[src/rtl/siren_sequencer_pkg.sv]
// Shared definitions for the siren sequencer: state encodings, default clock ratio,
// and the counter-width helper used by the sequencer and its prescaler.
package siren_sequencer_pkg;

    // 50 MHz system clock divided down to a 2 Hz tick.
    localparam int TICK_DIV_50MHZ = 25000000;

    // 2'd3 is never produced; the FSM recovers from it to ST_IDLE.
    typedef enum logic [1:0] {
        ST_IDLE  = 2'd0,
        ST_SIREN = 2'd1,
        ST_FLASH = 2'd2
    } state_t;

    // Bits needed to hold values 0..n-1, never less than one bit.
    function automatic int cnt_width(input int n);
        return (n > 1) ? $clog2(n) : 1;
    endfunction

endpackage

[src/rtl/siren_sequencer_if.sv]
// Request/status bundle between the alarm controller and the siren sequencer.
interface siren_sequencer_if;
    logic       trigger;
    logic       cancel;
    logic       enable_siren;
    logic       two_hz_enable;
    logic       busy;
    logic [1:0] state_o;

    modport master (
        output trigger, cancel,
        input  enable_siren, two_hz_enable, busy, state_o
    );

    modport slave (
        input  trigger, cancel,
        output enable_siren, two_hz_enable, busy, state_o
    );
endinterface

[src/rtl/tick_divider.sv]
// 2 Hz prescaler: counts 0..TICK_DIV-1 while running, tick on the terminal count.
module tick_divider
    import siren_sequencer_pkg::*;
#(
    parameter int TICK_DIV = TICK_DIV_50MHZ
) (
    input  logic clock,
    input  logic reset,
    input  logic clear,
    input  logic run,
    output logic tick
);
    localparam int W = cnt_width(TICK_DIV);
    localparam logic [W-1:0] LAST = W'(TICK_DIV - 1);

    logic [W-1:0] prescaler;

    assign tick = (prescaler == LAST);

    // Wrap at the terminal count; parked at zero when idle or when a state is (re)entered.
    always_ff @(posedge clock or negedge reset) begin
        if (!reset) begin
            prescaler <= '0;
        end else if (clear || !run || tick) begin
            prescaler <= '0;
        end else begin
            prescaler <= prescaler + W'(1);
        end
    end
endmodule

[src/rtl/siren_sequencer.sv]
// Alarm sequencer: SIREN phase of SIREN_TICKS 2 Hz periods, then FLASH phase of
// FLASH_TICKS single-cycle strobes, then back to idle. Cancel aborts at any time.
//   state    | meaning
//   ST_IDLE  | waiting for trigger, prescaler parked
//   ST_SIREN | enable_siren high, retrigger restarts the phase
//   ST_FLASH | strobe on every tick, trigger starts a fresh sequence
module siren_sequencer
    import siren_sequencer_pkg::*;
#(
    parameter int TICK_DIV    = TICK_DIV_50MHZ,
    parameter int SIREN_TICKS = 20,
    parameter int FLASH_TICKS = 8
) (
    input  logic               clock,
    input  logic               reset,
    siren_sequencer_if.slave   bus
);
    localparam int CNT_MAX = (SIREN_TICKS > FLASH_TICKS) ? SIREN_TICKS : FLASH_TICKS;
    localparam int CNT_W   = cnt_width(CNT_MAX);
    localparam logic [CNT_W-1:0] SIREN_LAST = CNT_W'(SIREN_TICKS - 1);
    localparam logic [CNT_W-1:0] FLASH_LAST = CNT_W'(FLASH_TICKS - 1);

    state_t             state, state_next;
    logic [CNT_W-1:0]   tick_cnt, tick_cnt_next;
    logic               clear;
    logic               run;
    logic               tick;

    assign run = (state == ST_SIREN) || (state == ST_FLASH);

    tick_divider #(.TICK_DIV(TICK_DIV)) u_tick_divider (
        .clock (clock),
        .reset (reset),
        .clear (clear),
        .run   (run),
        .tick  (tick)
    );

    // State and tick counter registers.
    always_ff @(posedge clock or negedge reset) begin
        if (!reset) begin
            state    <= ST_IDLE;
            tick_cnt <= '0;
        end else begin
            state    <= state_next;
            tick_cnt <= tick_cnt_next;
        end
    end

    // Next state in priority order; clear restarts the prescaler on any entry or retrigger.
    always_comb begin
        state_next    = state;
        tick_cnt_next = tick_cnt;
        clear         = 1'b0;
        if (bus.cancel) begin
            state_next    = ST_IDLE;
            tick_cnt_next = '0;
            clear         = 1'b1;
        end else begin
            case (state)
                ST_IDLE: begin
                    if (bus.trigger) begin
                        state_next    = ST_SIREN;
                        tick_cnt_next = '0;
                        clear         = 1'b1;
                    end
                end
                ST_SIREN: begin
                    if (bus.trigger) begin
                        tick_cnt_next = '0;
                        clear         = 1'b1;
                    end else if (tick) begin
                        if (tick_cnt == SIREN_LAST) begin
                            state_next    = ST_FLASH;
                            tick_cnt_next = '0;
                            clear         = 1'b1;
                        end else begin
                            tick_cnt_next = tick_cnt + CNT_W'(1);
                        end
                    end
                end
                ST_FLASH: begin
                    if (bus.trigger) begin
                        state_next    = ST_SIREN;
                        tick_cnt_next = '0;
                        clear         = 1'b1;
                    end else if (tick) begin
                        if (tick_cnt == FLASH_LAST) begin
                            state_next    = ST_IDLE;
                            tick_cnt_next = '0;
                            clear         = 1'b1;
                        end else begin
                            tick_cnt_next = tick_cnt + CNT_W'(1);
                        end
                    end
                end
                default: begin
                    state_next    = ST_IDLE;
                    tick_cnt_next = '0;
                    clear         = 1'b1;
                end
            endcase
        end
    end

    assign bus.enable_siren  = (state == ST_SIREN);
    assign bus.two_hz_enable = (state == ST_FLASH) && tick;
    assign bus.busy          = (state != ST_IDLE);
    assign bus.state_o       = state;
endmodule

[src/flat_wrapper.sv]
// flat-port wrapper written by rule: the top's interface ports become plain ports
module siren_sequencer_flat import siren_sequencer_pkg::*;
#(
    parameter int TICK_DIV    = TICK_DIV_50MHZ,
    parameter int SIREN_TICKS = 20,
    parameter int FLASH_TICKS = 8
)
  (clock, reset, bus_trigger, bus_cancel, bus_enable_siren, bus_two_hz_enable, bus_busy, bus_state_o);
  siren_sequencer_if bus_i ();
  input  logic clock;
  input  logic reset;
  input wire logic [$bits(bus_i.trigger)-1:0] bus_trigger;
  input wire logic [$bits(bus_i.cancel)-1:0] bus_cancel;
  output wire logic [$bits(bus_i.enable_siren)-1:0] bus_enable_siren;
  output wire logic [$bits(bus_i.two_hz_enable)-1:0] bus_two_hz_enable;
  output wire logic [$bits(bus_i.busy)-1:0] bus_busy;
  output wire logic [$bits(bus_i.state_o)-1:0] bus_state_o;
  assign bus_i.trigger = bus_trigger;
  assign bus_i.cancel = bus_cancel;
  assign bus_enable_siren = bus_i.enable_siren;
  assign bus_two_hz_enable = bus_i.two_hz_enable;
  assign bus_busy = bus_i.busy;
  assign bus_state_o = bus_i.state_o;
  siren_sequencer #(.TICK_DIV(TICK_DIV), .SIREN_TICKS(SIREN_TICKS), .FLASH_TICKS(FLASH_TICKS)) u_core (.clock(clock), .reset(reset), .bus(bus_i));
endmodule
[config.mk]
export PLATFORM = sky130hd
export DESIGN_NAME = siren_sequencer_flat
export DESIGN_NICKNAME = d
export VERILOG_FILES = /design/src/rtl/siren_sequencer_pkg.sv /design/src/rtl/siren_sequencer_if.sv /design/src/rtl/tick_divider.sv /design/src/rtl/siren_sequencer.sv /design/src/flat_wrapper.sv
export SDC_FILE = /design/constraint.sdc
export NUM_CORES = 1
export LEC_CHECK = 0
export ABC_AREA = 0
export CAP_MARGIN = 15
export CORE_MARGIN = 2
export CORE_UTILIZATION = 45
export CTS_BUF_LIST = sky130_fd_sc_hd__clkbuf_8 sky130_fd_sc_hd__clkbuf_16
export CTS_CLUSTER_DIAMETER = 40
export DETAILED_ROUTE_END_ITERATION = 7
export SLEW_MARGIN = 20
export SYNTH_ARGS = -nofsm -noshare
export SYNTH_HDL_FRONTEND = slang
export SYNTH_HIERARCHICAL = 1
export SYNTH_SLANG_ARGS = --single-unit
[constraint.sdc]
create_clock -name clock -period 7.85 [get_ports clock]
set_input_delay 1.1775 -clock clock [delete_from_list [all_inputs] [get_ports clock]]
set_output_delay 1.1775 -clock clock [all_outputs]
set_load 0.1 [all_outputs]
== Word-level counts from Yosys, hierarchy flattened ==
Index checks and enable logic that the tools add are counted.

* Add/sub/neg operators: 2
* Equal/unequal tests: 12
* Muxes and demuxes: 28
* Reductions and logical operators: 9

{| class="wikitable"
|+ Operator list
! cell !! number
|-
| 5-bit 2-to-1 mux || 8
|-
| 25-bit by 1-bit adder with 25-bit output, second input constant || 1
|-
| 25-bit equality test, second input constant || 1
|-
| 25-bit 2-to-1 mux || 1
|-
| 2-bit 2-to-1 mux || 8
|-
| 5-bit case mux with 3 select lines || 1
|-
| 1-bit 2-to-1 mux || 8
|-
| 4-bit by 3-bit != test with 1-bit output, second input constant || 2
|-
| 3-bit by 2-bit != test with 1-bit output, second input constant || 2
|-
| 3-bit != test, second input constant || 2
|-
| 2-bit case mux with 3 select lines || 1
|-
| 6-bit AND reduction || 1
|-
| 5-bit by 1-bit adder with 5-bit output, second input constant || 1
|-
| 5-bit by 3-bit equality test with 1-bit output, second input constant || 1
|-
| 5-bit equality test, second input constant || 1
|-
| 4-bit != test, second input constant || 1
|-
| 1-bit logical OR || 3
|-
| 1-bit case mux with 3 select lines || 1
|-
| 3-bit AND reduction || 1
|-
| 2-bit by 1-bit equality test with 1-bit output, second input constant || 1
|-
| 2-bit equality test, second input constant || 1
|-
| 2-bit zero test || 1
|-
| 2-bit nonzero test || 1
|-
| 1-bit logical AND || 1
|-
| 1-bit zero test || 1
|}

* Register bits after elaboration: 32
* Input bits: 4
* Output and inout bits: 5
* Logic and storage cells: 54

== Longest topological paths before layout ==
* Word-level depth: 9
* Mapped depth: 12
* Depth with buffers taken out: 11

== Modules after synthesis ==
The synthesis kept the hierarchy.

{| class="wikitable"
|+ By module, submodules not included
! module !! times used !! cells each !! area an instance (um2) !! seq. area each (um2)
|-
| tick_divider || 1 || 133 || 1273.7 || 625.6
|-
| siren_sequencer || 1 || 63 || 603.1 || 175.2
|}

== Least setup slack after synthesis ==
OpenSTA, ideal clock, no wires.

* Path type: register to output
* From: register u_core.u_tick_divider.prescaler[0]
* To: output bus_two_hz_enable
* Arrival time: 2.281 ns
* Data required time: 6.673 ns
* Setup slack: 4.391 ns
* Cell stages (with the launch flop): 6
* Path buffers: 0
* Path through: dfrtp_1 > ha_1 > and2_1 > nand4_1 > nor3_1 > and2_1

* Longest elaborated chain between the ends: 2

{| class="wikitable"
|+ RTL lines
! item !! line !! RTL
|-
| from (decl) || tick_divider.sv:16 || <nowiki>logic [W-1:0] prescaler;</nowiki>
|-
| from (signal assigned) || tick_divider.sv:27 || <nowiki>prescaler <= prescaler + W'(1);</nowiki>
|-
| 25-bit equality test || tick_divider.sv:18 || <nowiki>assign tick = (prescaler == LAST);</nowiki>
|-
| net u_core.tick || siren_sequencer.sv:27 || <nowiki>logic tick;</nowiki>
|-
| 1-bit logical AND || siren_sequencer.sv:107 || <nowiki>assign bus.two_hz_enable = (state == ST_FLASH) && tick;</nowiki>
|-
| to (decl) || flat_wrapper.sv:15 || <nowiki>output wire logic [$bits(bus_i.two_hz_enable)-1:0] bus_two_hz_enable;</nowiki>
|}

The timed path passes the listed nets, and every way through them passes these cells.

== Worst setup path after layout ==
Same ends and word-level chain as after synthesis.

==> parameters.txt <==
Parameter                              Value

Global routing
  GRT Resource Usage Total ... 19.4%
  Maximum number of pins on one net before global-route repair ... 33
  Final global-route overflow total ... 0
  Wire length of the first global-routing pass ... between 6000 and 7000 um
  Via count of the first global-routing pass ... around 1,500
  Antenna violations before repair ... 0

Floorplanning
  Die Footprint ... about 0.0047 mm^2
  Chip Height ... between 60 and 70 um
  Die width ... 68.6 um
  Initial core utilization ... 46.9%
  Core Rows ... 23
  Core region area ... between 0.004 and 0.005 mm^2
  Top-Level Pins ... 9

Synthesis
  Ys async rst share ... between 90% and 100%
  Mapped cell area ... 0.00188 mm^2
  Post-synthesis average cell area ... 9.58 um^2
  Number of warnings issued by yosys ... 6
  Cell accounting for the most synthesized area ... sky130_fd_sc_hd__dfrtp_1
  Unique masters post-synth ... 48
  Ys flop type ... sky130_fd_sc_hd__dfrtp_1
  Share of the synthesized area in the top cell type ... 42.7%
  Synth area leaders ... sky130_fd_sc_hd__dfrtp_1 43%, sky130_fd_sc_hd__xor2_1 4.2%, sky130_fd_sc_hd__ha_1 4.0%
  Sequential share of the synthesized area ... 42.7%
  Total of flip-flops plus latches after synthesis ... 32
  Count of mapped cells out of synthesis ... roughly 200
  EDFF count, synth ... 0
  Post-Syn Nets ... 206

Drt
  Average wire per standard cell ... around 15 um
  Via count ... 1,529
  Detailed-router iteration count before antenna repair ... 4
  Remaining number of nets flagged by the antenna check after routing ... 0
  Vias per std cell ... 5.93
  Number of DRC violations after detailed routing ... 0
  Drt first-iter violations ... 45
  Total wire length ... 3940 um

STA
  Endpoints failing hold ... 0
  Post-Route Skew ... 0.00332 ns
  Slew at the pin closest to its max-slew limit ... 0.964 ns
  Final period util ... 57.5%
  Final max-slew violation count ... 0
  Final setup fails ... 0
  Timing-limited maximum frequency ... 222 MHz
  Setup TNS ... 0 ns
  Min cycle time layout ... 4.51 ns
  Remaining max-slew budget at the tightest pin ... 35.6%
  Setup repair after global routing missed its margin ... false

Clocking
  Max clock buf depth ... 2
  Cts hold-fix bufs ... 0
  CTS root buffer ... sky130_fd_sc_hd__clkbuf_8
  Clk_lat worst skew ... 0.27 ns
  Clock buffer count from CTS ... 5
  Clock tree from TritonCTS ... built
  Register clock-pin slew on the reported worst setup and hold paths ... 0.06 ns
  Level count of the clock H-tree ... 2
  TritonCTS sink count ... 32
  Post-cts sizing count ... 0
  Post-CTS repair timing setup buffer count ... 0

Worst setup path
  Category of the most critical setup path ... flip-flop to output pin
  Cell repeated most along the worst path ... sky130_fd_sc_hd__and2_1
  Slowest stage cell on the critical path ... sky130_fd_sc_hd__clkdlybuf4s50_1
  CP Capture Type ... output pin
  R2R Path Start ... u_core/u_tick_divider/prescaler[0]
  R2R cell count ... 12
  Type of origin of the critical path ... flip-flop
  Cell Chain, Critical Path ... ha_1 -> and2_1 -> nand4_1 -> nor3_1 -> and2_1 -> clkdlybuf4s50_1
  Critical path arrival ... 3.34 ns
  Cell family with most CP delay ... simple AND/OR/NAND/NOR gates
  Worst R2R Setup Slack ... 4.92 ns
  Slowest stage delay, CP ... 1.12 ns
  Maximum fanout count along the critical path ... 5
  Data required, critical path ... 6.67 ns
  Buffers plus inverters on the worst setup path ... 1
  End of the worst register-to-register path ... u_core/u_tick_divider/prescaler[16]

Worst hold path
  Worst hold stages ... 1
  Startpoint of the lowest-slack hold path ... u_core/u_tick_divider/prescaler[0]
  End of the worst hold path ... u_core/u_tick_divider/prescaler[0]
  Classification of the worst-slack hold path ... flip-flop to flip-flop

Power and ir drop
  Post-layout power ... 0.000399 W
  LEAKAGE ... between 0.8 and 0.9 nW
  Pwr/cell area ... 191 mW/mm^2
  Maximum ir drop on the vdd rail ... between 0.0001 and 0.00015 V

Status
  Run status ... completed

Place
  Count of port buffers added during placement ... 8
  Final GP Congestion ... a little over 0.8
  Hpwl dp ... 2760 um

Layout
  Number of nets in the layout ... between 200 and 250
  Layout cell share with drive strength beyond 1 ... approximately 8.7%
  Most common cell after layout, fill and taps aside ... sky130_fd_sc_hd__dfrtp_1
  Area added between synthesis and finish ... 11.5%
  Highest-count cells in the layout ignoring fill and taps ... 32 x sky130_fd_sc_hd__dfrtp_1, 18 x sky130_fd_sc_hd__nor2_1, 15 x sky130_fd_sc_hd__nand2_1, 12 x sky130_fd_sc_hd__inv_1, 11 x sky130_fd_sc_hd__a21oi_1
  Antenna cells ... 0

Flow run
  Max-capacitance violation count ... 0
## state kept, by name, summed over array words and instances, names as in the netlist
register and cells:
u_core/u_tick_divider/prescaler 25, u_core/tick_cnt 5, u_core/bus.state_o 2
## cell families after synthesis
group / share of synthesized area (%)
adder cells (fa/ha/maj): 4.00
AO/OA/AOI/OAI: 14.4
flip-flops: 42.7
multiplexers: 0.600
XOR/XNOR: 6.53
AND/OR/NAND/NOR: 28.1
buffers and inverters: 3.73
## worst max-delay path by stage
stage | slack, ns | cells after the start | from | to
finish | 3.34 | 6 | u_core/u_tick_divider/prescaler[0] | bus_two_hz_enable
global route | 3.07 | 6 | u_core/u_tick_divider/prescaler[0] | bus_two_hz_enable
CTS | 3.34 | 6 | u_core/u_tick_divider/prescaler[0] | bus_two_hz_enable
detailed placement | 3.64 | 6 | u_core/u_tick_divider/prescaler[0] | bus_two_hz_enable
global placement | 3.71 | 6 | u_core/u_tick_divider/prescaler[0] | bus_two_hz_enable
floorplan | 4.39 | 5 | u_core/u_tick_divider/prescaler[0] | bus_two_hz_enable
## per-stage QoR
| stage | utilization [%] | cells | hold WS [ns] | instance area, um^2 | setup slack (ns) |
|---|---|---|---|---|---|
| 2_1_floorplan | - | 196 | 0.469 | 1880 | 4.39 |
| 3_3_place_gp | 50.0 | 250 | 0.484 | 2000 | 3.71 |
| 3_5_place_dp | 50.0 | 250 | 0.498 | 2000 | 3.64 |
| 4_1_cts | 52.3 | 258 | 0.505 | 2090 | 3.34 |
| 5_1_grt | 52.3 | 258 | 0.523 | 2090 | 3.07 |
| 6_report | 52.3 | 258 | 0.504 | 2090 | 3.34 |
## cell usage after synthesis (2+ instances only)
cell                        instances
sky130_fd_sc_hd__clkbuf_1           3
sky130_fd_sc_hd__buf_2              2
sky130_fd_sc_hd__and3_1             3
sky130_fd_sc_hd__and4_1             3
sky130_fd_sc_hd__or3b_2             3
sky130_fd_sc_hd__xor2_1             9
sky130_fd_sc_hd__or4_1              4
sky130_fd_sc_hd__nand2_1           15
sky130_fd_sc_hd__nand4bb_1          2
sky130_fd_sc_hd__a22o_1             2
sky130_fd_sc_hd__or3_1              9
sky130_fd_sc_hd__ha_1               6
sky130_fd_sc_hd__nand3_1            7
sky130_fd_sc_hd__dfrtp_1           32
sky130_fd_sc_hd__o31ai_1            2
sky130_fd_sc_hd__and2_1             3
sky130_fd_sc_hd__nor2_1            18
sky130_fd_sc_hd__inv_1             10
sky130_fd_sc_hd__nand4_1           10
sky130_fd_sc_hd__xnor2_1            5
sky130_fd_sc_hd__nor4_1             3
sky130_fd_sc_hd__nor4bb_1           2
sky130_fd_sc_hd__o21ai_0            8
sky130_fd_sc_hd__a21oi_1           11
## report_power, final
part           switching, W  total (W)  internal [W]
Clock             0.0000560   0.000125     0.0000688
Sequential       0.00000394   0.000172      0.000168
Combinational     0.0000757   0.000102     0.0000262
Total              0.000136   0.000399      0.000263
## metal layers
layer / vias up / share of wire (%) / track usage [%]
met5: - / 0 / 0
met1: 765 / 47 / 24.0
li1: 743 / - / -
met2: 21 / 50 / 33.4
met3: 0 / 2.8 / 4.87
met4: 0 / 0 / 5.25
## final cells by class
type / count / area (um^2)
Multi-Input combinational cell: 148 / 1010
Inverter: 10 / 37.5
Timing Repair Buffer: 10 / 95.1
Clock inverter: 2 / 7.51
Sequential cell: 32 / 801
Tap cell: 50 / 62.6
Fill cell: 364 / 1910
Clock buffer: 6 / 82.6
(Power assumes the default switching activity.)
